===== config.mk =====
export PLATFORM = sky130hd
export DESIGN_NAME = mmio_router
export DESIGN_NICKNAME = d
export VERILOG_FILES = /design/src/rtl/mmio_pkg.sv /design/src/rtl/mmio_addr_decode.sv /design/src/rtl/mmio_router.sv
export SDC_FILE = /design/constraint.sdc
export NUM_CORES = 1
export LEC_CHECK = 0
export CAP_MARGIN = 20
export CORE_MARGIN = 1
export CORE_UTILIZATION = 44
export CTS_BUF_LIST = sky130_fd_sc_hd__clkbuf_16
export DETAILED_ROUTE_END_ITERATION = 8
export GPL_TIMING_DRIVEN = 0
export HOLD_SLACK_MARGIN = 0.06
export PLACE_DENSITY = 0.87
export SETUP_SLACK_MARGIN = 0.15
export SLEW_MARGIN = 30
export SYNTH_ARGS = -nofsm -noshare
export SYNTH_HDL_FRONTEND = slang
export SYNTH_SLANG_ARGS = --single-unit

===== constraint.sdc =====
create_clock -name clk -period 4.4 [get_ports clk]
set_clock_uncertainty 0.1 [all_clocks]
set_input_delay 1.32 -clock clk [delete_from_list [all_inputs] [get_ports clk]]
set_output_delay 1.32 -clock clk [all_outputs]
set_load 0.005 [all_outputs]

===== src/rtl/mmio_pkg.sv =====
//------------------------------------------------------------------------------
// mmio_pkg -- shared FSM state type, default address map and error data. Rev 1.0
//------------------------------------------------------------------------------
`default_nettype none

package mmio_pkg;

  typedef enum logic [1:0] {
    S_IDLE  = 2'd0,
    S_ISSUE = 2'd1,
    S_WAIT  = 2'd2,
    S_RESP  = 2'd3
  } state_t;

  // Slice [i*32 +: 32] belongs to target i.
  localparam logic [127:0] DEF_TGT_BASE  = {32'h0000_E57C, 32'h0000_040C,
                                            32'h0000_000C, 32'h0000_0004};
  localparam logic [127:0] DEF_TGT_LIMIT = {32'h0000_FFFC, 32'h0000_E578,
                                            32'h0000_0408, 32'h0000_0008};
  localparam logic [3:0]   DEF_WO_MASK   = 4'b1000;
  localparam logic [31:0]  ERR_RDATA     = 32'hFFFF_FFFF;

endpackage

`default_nettype wire


===== src/rtl/mmio_addr_decode.sv =====
//------------------------------------------------------------------------------
// mmio_addr_decode -- priority region decode, write-only check, offset. Rev 1.0
//------------------------------------------------------------------------------
`default_nettype none

module mmio_addr_decode
  import mmio_pkg::*;
#(
  parameter int                     NUM_TGT   = 4,
  parameter logic [NUM_TGT*32-1:0]  TGT_BASE  = DEF_TGT_BASE,
  parameter logic [NUM_TGT*32-1:0]  TGT_LIMIT = DEF_TGT_LIMIT,
  parameter logic [NUM_TGT-1:0]     WO_MASK   = DEF_WO_MASK
) (
  input  logic [31:0]         addr,
  input  logic                lw,
  output logic [NUM_TGT-1:0]  hit,
  output logic                wo_viol,
  output logic [31:0]         offset
);

  logic found;

  // Lowest index wins on overlapping regions.
  always_comb begin
    hit    = '0;
    offset = '0;
    found  = 1'b0;
    for (int i = 0; i < NUM_TGT; i++) begin
      if (!found && addr >= TGT_BASE[i*32 +: 32] && addr <= TGT_LIMIT[i*32 +: 32]) begin
        hit[i] = 1'b1;
        offset = addr - TGT_BASE[i*32 +: 32];
        found  = 1'b1;
      end
    end
  end

  assign wo_viol = lw & (|(hit & WO_MASK));

endmodule

`default_nettype wire


===== src/rtl/mmio_router.sv =====
//------------------------------------------------------------------------------
// mmio_router -- single-outstanding CPU-to-MMIO router; optional MMIO_TIMEOUT_EN
// adds a WAIT timeout that completes with cpu_err. Rev 1.0
//------------------------------------------------------------------------------
`default_nettype none

module mmio_router
  import mmio_pkg::*;
#(
  parameter int                     NUM_TGT   = 4,
  parameter logic [NUM_TGT*32-1:0]  TGT_BASE  = DEF_TGT_BASE,
  parameter logic [NUM_TGT*32-1:0]  TGT_LIMIT = DEF_TGT_LIMIT,
  parameter logic [NUM_TGT-1:0]     WO_MASK   = DEF_WO_MASK,
  parameter int                     TIMEOUT   = 64
) (
  input  logic                    clk,
  input  logic                    rst_n,
  input  logic                    cpu_req,
  input  logic                    cpu_lw,
  input  logic [31:0]             cpu_addr,
  input  logic [31:0]             cpu_wdata,
  input  logic [4:0]              cpu_regD,
  output logic                    cpu_ack,
  output logic                    cpu_err,
  output logic                    cpu_busy,
  output logic [31:0]             cpu_rdata,
  output logic [4:0]              cpu_regD_done,
  output logic [NUM_TGT-1:0]      tg_req,
  output logic                    tg_lw,
  output logic [31:0]             tg_addr,
  output logic [31:0]             tg_wdata,
  input  logic [NUM_TGT-1:0]      tg_ack,
  input  logic [NUM_TGT*32-1:0]   tg_rdata
);

  logic [NUM_TGT-1:0] dec_hit;
  logic               dec_wo;
  logic [31:0]        dec_offset;

  mmio_addr_decode #(
    .NUM_TGT   (NUM_TGT),
    .TGT_BASE  (TGT_BASE),
    .TGT_LIMIT (TGT_LIMIT),
    .WO_MASK   (WO_MASK)
  ) u_decode (
    .addr    (cpu_addr),
    .lw      (cpu_lw),
    .hit     (dec_hit),
    .wo_viol (dec_wo),
    .offset  (dec_offset)
  );

  state_t             state;
  logic               lw_q;
  logic [31:0]        wdata_q;
  logic [31:0]        offset_q;
  logic [4:0]         regd_q;
  logic [NUM_TGT-1:0] hit_q;
  logic [31:0]        sel_rdata;
  logic               ack_sel;
  logic               timeout_hit;

  assign tg_lw    = lw_q;
  assign tg_addr  = offset_q;
  assign tg_wdata = wdata_q;
  assign ack_sel  = |(tg_ack & hit_q);

  always_comb begin
    sel_rdata = '0;
    for (int i = 0; i < NUM_TGT; i++) begin
      if (hit_q[i]) sel_rdata = tg_rdata[i*32 +: 32];
    end
  end

`ifdef MMIO_TIMEOUT_EN
  logic [31:0] wait_cnt;

  always_ff @(posedge clk or negedge rst_n) begin
    if (!rst_n)               wait_cnt <= '0;
    else if (state == S_WAIT) wait_cnt <= wait_cnt + 32'd1;
    else                      wait_cnt <= '0;
  end

  assign timeout_hit = (state == S_WAIT) && (wait_cnt == 32'(TIMEOUT - 1));
`else
  // Without the counter WAIT only leaves on an ack; TIMEOUT has no effect.
  assign timeout_hit = (TIMEOUT < 0);
`endif

  always_ff @(posedge clk or negedge rst_n) begin
    if (!rst_n) begin
      state         <= S_IDLE;
      lw_q          <= 1'b0;
      wdata_q       <= '0;
      offset_q      <= '0;
      regd_q        <= '0;
      hit_q         <= '0;
      tg_req        <= '0;
      cpu_ack       <= 1'b0;
      cpu_err       <= 1'b0;
      cpu_busy      <= 1'b0;
      cpu_rdata     <= '0;
      cpu_regD_done <= '0;
    end else begin
      tg_req        <= '0;
      cpu_ack       <= 1'b0;
      cpu_err       <= 1'b0;
      cpu_rdata     <= '0;
      cpu_regD_done <= '0;
      case (state)
        S_IDLE: begin
          if (cpu_req) begin
            lw_q     <= cpu_lw;
            wdata_q  <= cpu_wdata;
            offset_q <= dec_offset;
            regd_q   <= cpu_regD;
            hit_q    <= dec_hit;
            if (dec_hit == '0 || dec_wo) begin
              state     <= S_RESP;
              cpu_err   <= 1'b1;
              cpu_rdata <= cpu_lw ? ERR_RDATA : 32'h0;
            end else begin
              state    <= S_ISSUE;
              tg_req   <= dec_hit;
              cpu_busy <= 1'b1;
            end
          end
        end
        S_ISSUE, S_WAIT: begin
          if (ack_sel) begin
            state    <= S_RESP;
            cpu_busy <= 1'b0;
            cpu_ack  <= 1'b1;
            if (lw_q) begin
              cpu_rdata     <= sel_rdata;
              cpu_regD_done <= regd_q;
            end
          end else if (timeout_hit) begin
            state     <= S_RESP;
            cpu_busy  <= 1'b0;
            cpu_err   <= 1'b1;
            cpu_rdata <= lw_q ? ERR_RDATA : 32'h0;
          end else begin
            state <= S_WAIT;
          end
        end
        default: state <= S_IDLE;
      endcase
    end
  end

endmodule

`default_nettype wire


# Word level (Yosys, flattened, before mapping)
# Index checks and enable logic that the tools add are counted.
dict set report totals {
  ff_bits 120
  inputBits 205
}
dict set report classes {
  n_lt_le_gt_ge 8
  bitwise 2
  n_eq_ne 5
  reduce_logical 18
  add_sub_neg 4
  mux 39
}
# op n
set ops {}
lappend ops {{32-bit two-way mux} 13}
lappend ops {{32-bit by 16-bit <= comparator with 1-bit output, second input constant} 2}
lappend ops {{32-bit case mux with 2 select lines} 1}
lappend ops {{32-bit by 11-bit >= comparator with 1-bit output, second input constant} 1}
lappend ops {{32-bit by 16-bit >= comparator with 1-bit output, second input constant} 1}
lappend ops {{32-bit by 3-bit >= comparator with 1-bit output, second input constant} 1}
lappend ops {{32-bit by 4-bit >= comparator with 1-bit output, second input constant} 1}
lappend ops {{32-bit by 11-bit <= comparator with 1-bit output, second input constant} 1}
lappend ops {{32-bit by 4-bit <= comparator with 1-bit output, second input constant} 1}
lappend ops {{32-bit by 11-bit subtractor with 32-bit output, second input constant} 1}
lappend ops {{32-bit by 16-bit subtractor with 32-bit output, second input constant} 1}
lappend ops {{32-bit by 3-bit subtractor with 32-bit output, second input constant} 1}
lappend ops {{32-bit by 4-bit subtractor with 32-bit output, second input constant} 1}
lappend ops {{1-bit two-way mux} 15}
lappend ops {{5-bit two-way mux} 3}
lappend ops {{4-bit two-way mux} 3}
lappend ops {{1-bit logical AND} 7}
lappend ops {{2-bit inequality test, second input constant} 3}
lappend ops {{4-bit AND} 1}
lappend ops {{4-bit zero test} 1}
lappend ops {{2-bit two-way mux} 2}
lappend ops {{2-bit case mux with 2 select lines} 1}
lappend ops {{4-bit AND reduction} 1}
lappend ops {{4-bit OR reduction} 1}
lappend ops {{other kinds (10)} 12}

# Logic depth before layout (Yosys ltp)
dict set report logic_depth {
  ltp_word 20
  ltp_mapped 11
}

# Modules after synthesis
# A second synthesis with hierarchy kept.
dict set report unflattened {
  hier_cells 557
  hier_area_um2 6423.7
}
# mod instances area_each_um2 cells_per_inst
set modules_own_cells {}
lappend modules_own_cells {mmio_router 1 5198.7 374}
lappend modules_own_cells {mmio_addr_decode 1 1224.9 183}

# Worst setup path after synthesis
# Ideal clock, no wire load.
dict set report synth_path {
  path_kind {input to register}
  from {in cpu_addr[2]}
  to {reg offset_q[12] (netlist: tg_addr[12])}
  setup_time_ns 0.132
  cell_stages 8
  path_slack_ns 0.964
  required_ns 4.168
  arrival_time_ns 3.204
  path_cell_list {or4_1 > or4_1 > a32oi_1 > o21ai_2 > nor2b_4 > buf_6 > a222oi_1 > o21ai_1}
}
dict set report synth_via {
  elab_chain_len 15
  elab_cells_between_ends 29
  classes_between {4 x add/sub; 8 x order compare; 7 x mux; 10 x reduce/logical}
}
# item line
set synth_lines {}
lappend synth_lines {{start: declaration} mmio_router.sv:20} ;# input logic [31:0] cpu_addr,
lappend synth_lines {{32-bit by 3-bit >= comparator with 1-bit output or 32-bit by 4-bit <= comparator with 1-bit output (tied branches)} mmio_addr_decode.sv:29} ;# if (!found && addr >= TGT_BASE[i*32 +: 32] && addr <= TGT_LIMIT[i*32 +: 32]) begin
lappend synth_lines {{1-bit logical AND} mmio_addr_decode.sv:29}
lappend synth_lines {{1-bit two-way mux} mmio_addr_decode.sv:29}
lappend synth_lines {{1-bit zero test} mmio_addr_decode.sv:29}
lappend synth_lines {{1-bit logical AND (2 in a row)} mmio_addr_decode.sv:29}
lappend synth_lines {{1-bit two-way mux} mmio_addr_decode.sv:29}
lappend synth_lines {{1-bit zero test} mmio_addr_decode.sv:29}
lappend synth_lines {{1-bit logical AND (2 in a row)} mmio_addr_decode.sv:29}
lappend synth_lines {{1-bit two-way mux} mmio_addr_decode.sv:29}
lappend synth_lines {{1-bit zero test} mmio_addr_decode.sv:29}
lappend synth_lines {{1-bit logical AND (2 in a row)} mmio_addr_decode.sv:29}
lappend synth_lines {{32-bit two-way mux (*)} mmio_addr_decode.sv:29}
lappend synth_lines {{end signal: assignment} mmio_router.sv:115} ;# offset_q <= dec_offset;
lappend synth_lines {{end: declaration} mmio_router.sv:56} ;# logic [31:0] offset_q;
# Every way passes the cells marked *; elsewhere a longest branch is shown, timed or not.
# A chain may end at the register's enable or synchronous reset.

# Worst setup path in the final report
dict set report layout_path {
  from {in cpu_addr[3]}
  to {reg offset_q[9] (netlist: tg_addr[9])}
}
# Same word-level chain as after synthesis.

==> impl_metrics.yaml <==
synthesis:
  synth-main-ff-cell: "dfrtp_1"
  synth_nets: 980
  synthDistinctLibCells: 56
  synth_area_um2: 6280
  synth_top_cells_by_count: "nand2_1, dfrtp_1, a21oi_1"
  ys_seq_elements: 120
  ys.warnings.count: 0
  synth_area_per_cell_um2: 8.166
  synthCells: 769
  ys_top_cells_by_area: "dfrtp_1, nand2_1, a21oi_1, a22oi_1, nor2_1"
  synth_edf_count: 0
  async_flop_share: 1.000
  synth_top_cell_area_share: 0.4782
  synth_area_leader_cell: "dfrtp_1"
  synth.most_common_cell: "nand2_1"
  yosysSeqAreaShare: 0.4782
place:
  dpl_cell_area_um2: 9641
  hpwlAfterDp_um: 17810
  io_buffers: 310
  gp_congestion: 0.9994
clock_network:
  cts_buffer_depth: 2
  cts_root_buf: "clkbuf_16"
  path_clk_slew_ns: 0.06
  cts_tree: "built"
  cts.repair.resized: 0
  htreeDepth: 4
  clkLatencyLatePin_ns: 0.41
  clkSinkCount: 120
  cts_made_buffers: 17
sta:
  worst_pin_slew_ns: 0.6425
  slew_violations: 0
  slew_headroom: 0.5662
  hold_ws_ns: 0.3719
  fmax_ghz: 0.2446
  finalHoldViolCount: 0
  rsz0062_at_grt: "false"
  period_minus_slack_ns: 4.089
  final.setup.tns_ns: 0
  setup_violations: 0
  fin_crit_sh: 0.9293
die:
  die_area_um2: 14750
  initial_core_util: 0.4524
  core_um2: 13880
  die_w_um: 121.5
  fp.dieH_um: 121.5
  boundaryPins: 314
  rows: 43
final_layout:
  multi_input_area_um2: 3004
  area_delta_synth_final_pct: 62.32
  final_nets: 1311
  register_area_um2: 3003
  n_fill_cell: 1054
  final_cell_area_um2: 10190
  drive_gt1_frac: 0.04403
grt:
  grt_pass1_wl_um: 35610
  grt_pass1_vias: 6742
  grt_busiest_layer: "met2"
  antenna_found_initial: 2
  use_met2: 0.5369
  met1_usage: 0.3875
  grt-ovfl-total: 0
  grt_util_met3: 0.06579
  grt_usage: 0.3182
  grt_max_degree: 63
critical_path:
  cp_data_required_time_ns: 4.63
  crit_arrival_ns: 4.32
  crit_path_start_kind: "primary input"
  cp_max_fo: 9
  crit_type: "primary input to flop"
  worst_setup_path_end_kind: "flop"
run:
  drv_cap: 0
detailed_routing:
  wirelength_um: 23260
  routedWlPerCell_um: 17.96
  ant_nets: 0
  drt_iter0_markers: 539
  vias_per_cell: 5.439
  via_count: 7044
  drc: 0
  firstDrtPassIters: 5
hold_path:
  hold_path.class: "flop to flop"
pwr:
  vdd_ir_drop_max_v: 0.0002383
  power.density_nw_per_um2: 432.1
  p_leak_nw: 4.407
run_status:
  outcome: "complete, no violations"
state kept, by name, summed over array words and instances, names as in the netlist, 2 cells and up:
register / flops
regd_q: 5
tg_wdata: 32
cpu_rdata: 32
state: 2
tg_req: 4
hit_q: 4
cpu_regD_done: 5
tg_addr: 32
per-stage QoR:
stage          cells  worst slack [ns]  utilization  power (mW)
2_1_floorplan    769            0.9641            -       2.145
3_3_place_gp    1259            -2.762       0.6922       3.087
3_5_place_dp    1260           -0.2018       0.6945       3.139
4_1_cts         1292            0.2013       0.7335       4.418
5_1_grt         1295            0.1617       0.7344       4.642
6_report        1295            0.3112       0.7344       4.405
repair_timing:
action	in CTS	in global routing
endpoints found under the setup margin	0	24
endpoints found under the hold margin	0	0
hold buffers	0	0
setup buffers	0	1
critical path: stages:
cell and delay [ns]:
clkdlybuf4s50_1 0.66, ha_1 0.21, clkbuf_1 0.32, a41o_1 0.26, a21oi_1 0.12, o211ai_1 0.26
nand3_1 0.27, nand2b_1 0.33, or3_1 0.40, a31oi_1 0.17
routing by layer:
metal  up-vias  part of all wire
met3        64             0.071
met4         0             0.040
li1       3306                 -
met2       358              0.50
met5         -                 0
met1      3316              0.39
cell usage in the layout, fill, tap and decap left out, types with 10 or more instances in the layout:
cell             instances
clkdlybuf4s50_1        309
nand2_1                224
dfrtp_1                120
a21oi_1                 75
nor2_1                  64
clkbuf_1                48
o21ai_0                 41
a22oi_1                 35
clkbuf_16               17
nand3_1                 11
and3_1                  10
final timing paths:
check,start,end,slack [ns],depth (start not counted)
max reg2reg,hit_q[1]$_DFFE_PN0P_,cpu_rdata[30]$_DFF_PN0_,2.01,10
max,cpu_addr[3],tg_addr[9]$_DFFE_PN0P_,0.31,10
min in group asynchronous,rst_n,tg_wdata[29]$_DFFE_PN0P_,0.73,1
min reg2reg,regd_q[0]$_DFFE_PN0P_,regd_q[0]$_DFFE_PN0P_,0.37,2
max in group asynchronous,rst_n,tg_req[1]$_DFF_PN0_,2.79,2
min,regd_q[0]$_DFFE_PN0P_,regd_q[0]$_DFFE_PN0P_,0.37,2
power breakdown:
part	internal, mW	switching (mW)	total, mW
clock network	0.727	0.539	1.27
logic	0.862	0.697	1.56
registers	1.42	0.161	1.58
kinds of logic after synthesis:
| kind of cell | Yosys count | synth area share |
|---|---|---|
| AOI/OAI and AO/OA | 204 | 0.2002 |
| muxes | 3 | 0.004981 |
| xor gates and xnor gates | 16 | 0.02232 |
| and+or+nand+nor | 352 | 0.2389 |
| buffers and inverters | 68 | 0.04343 |
| DFF | 120 | 0.4782 |
| adders and majority gates | 6 | 0.01195 |
cell type report:
| class | instances | share of cell area |
|---|---|---|
| well taps | 180 | 0.02209 |
| plain buffers | 59 | 0.02344 |
| clock buffers | 17 | 0.04173 |
| flip-flops and latches | 120 | 0.2946 |
| repair buffers | 312 | 0.3083 |
| multi-input cells | 581 | 0.2947 |
| clock inverters | 15 | 0.01129 |
| inverters | 9 | 0.003314 |
| diodes | 2 | 0.0004910 |
Note: power is estimated with default switching activity, not from simulation.
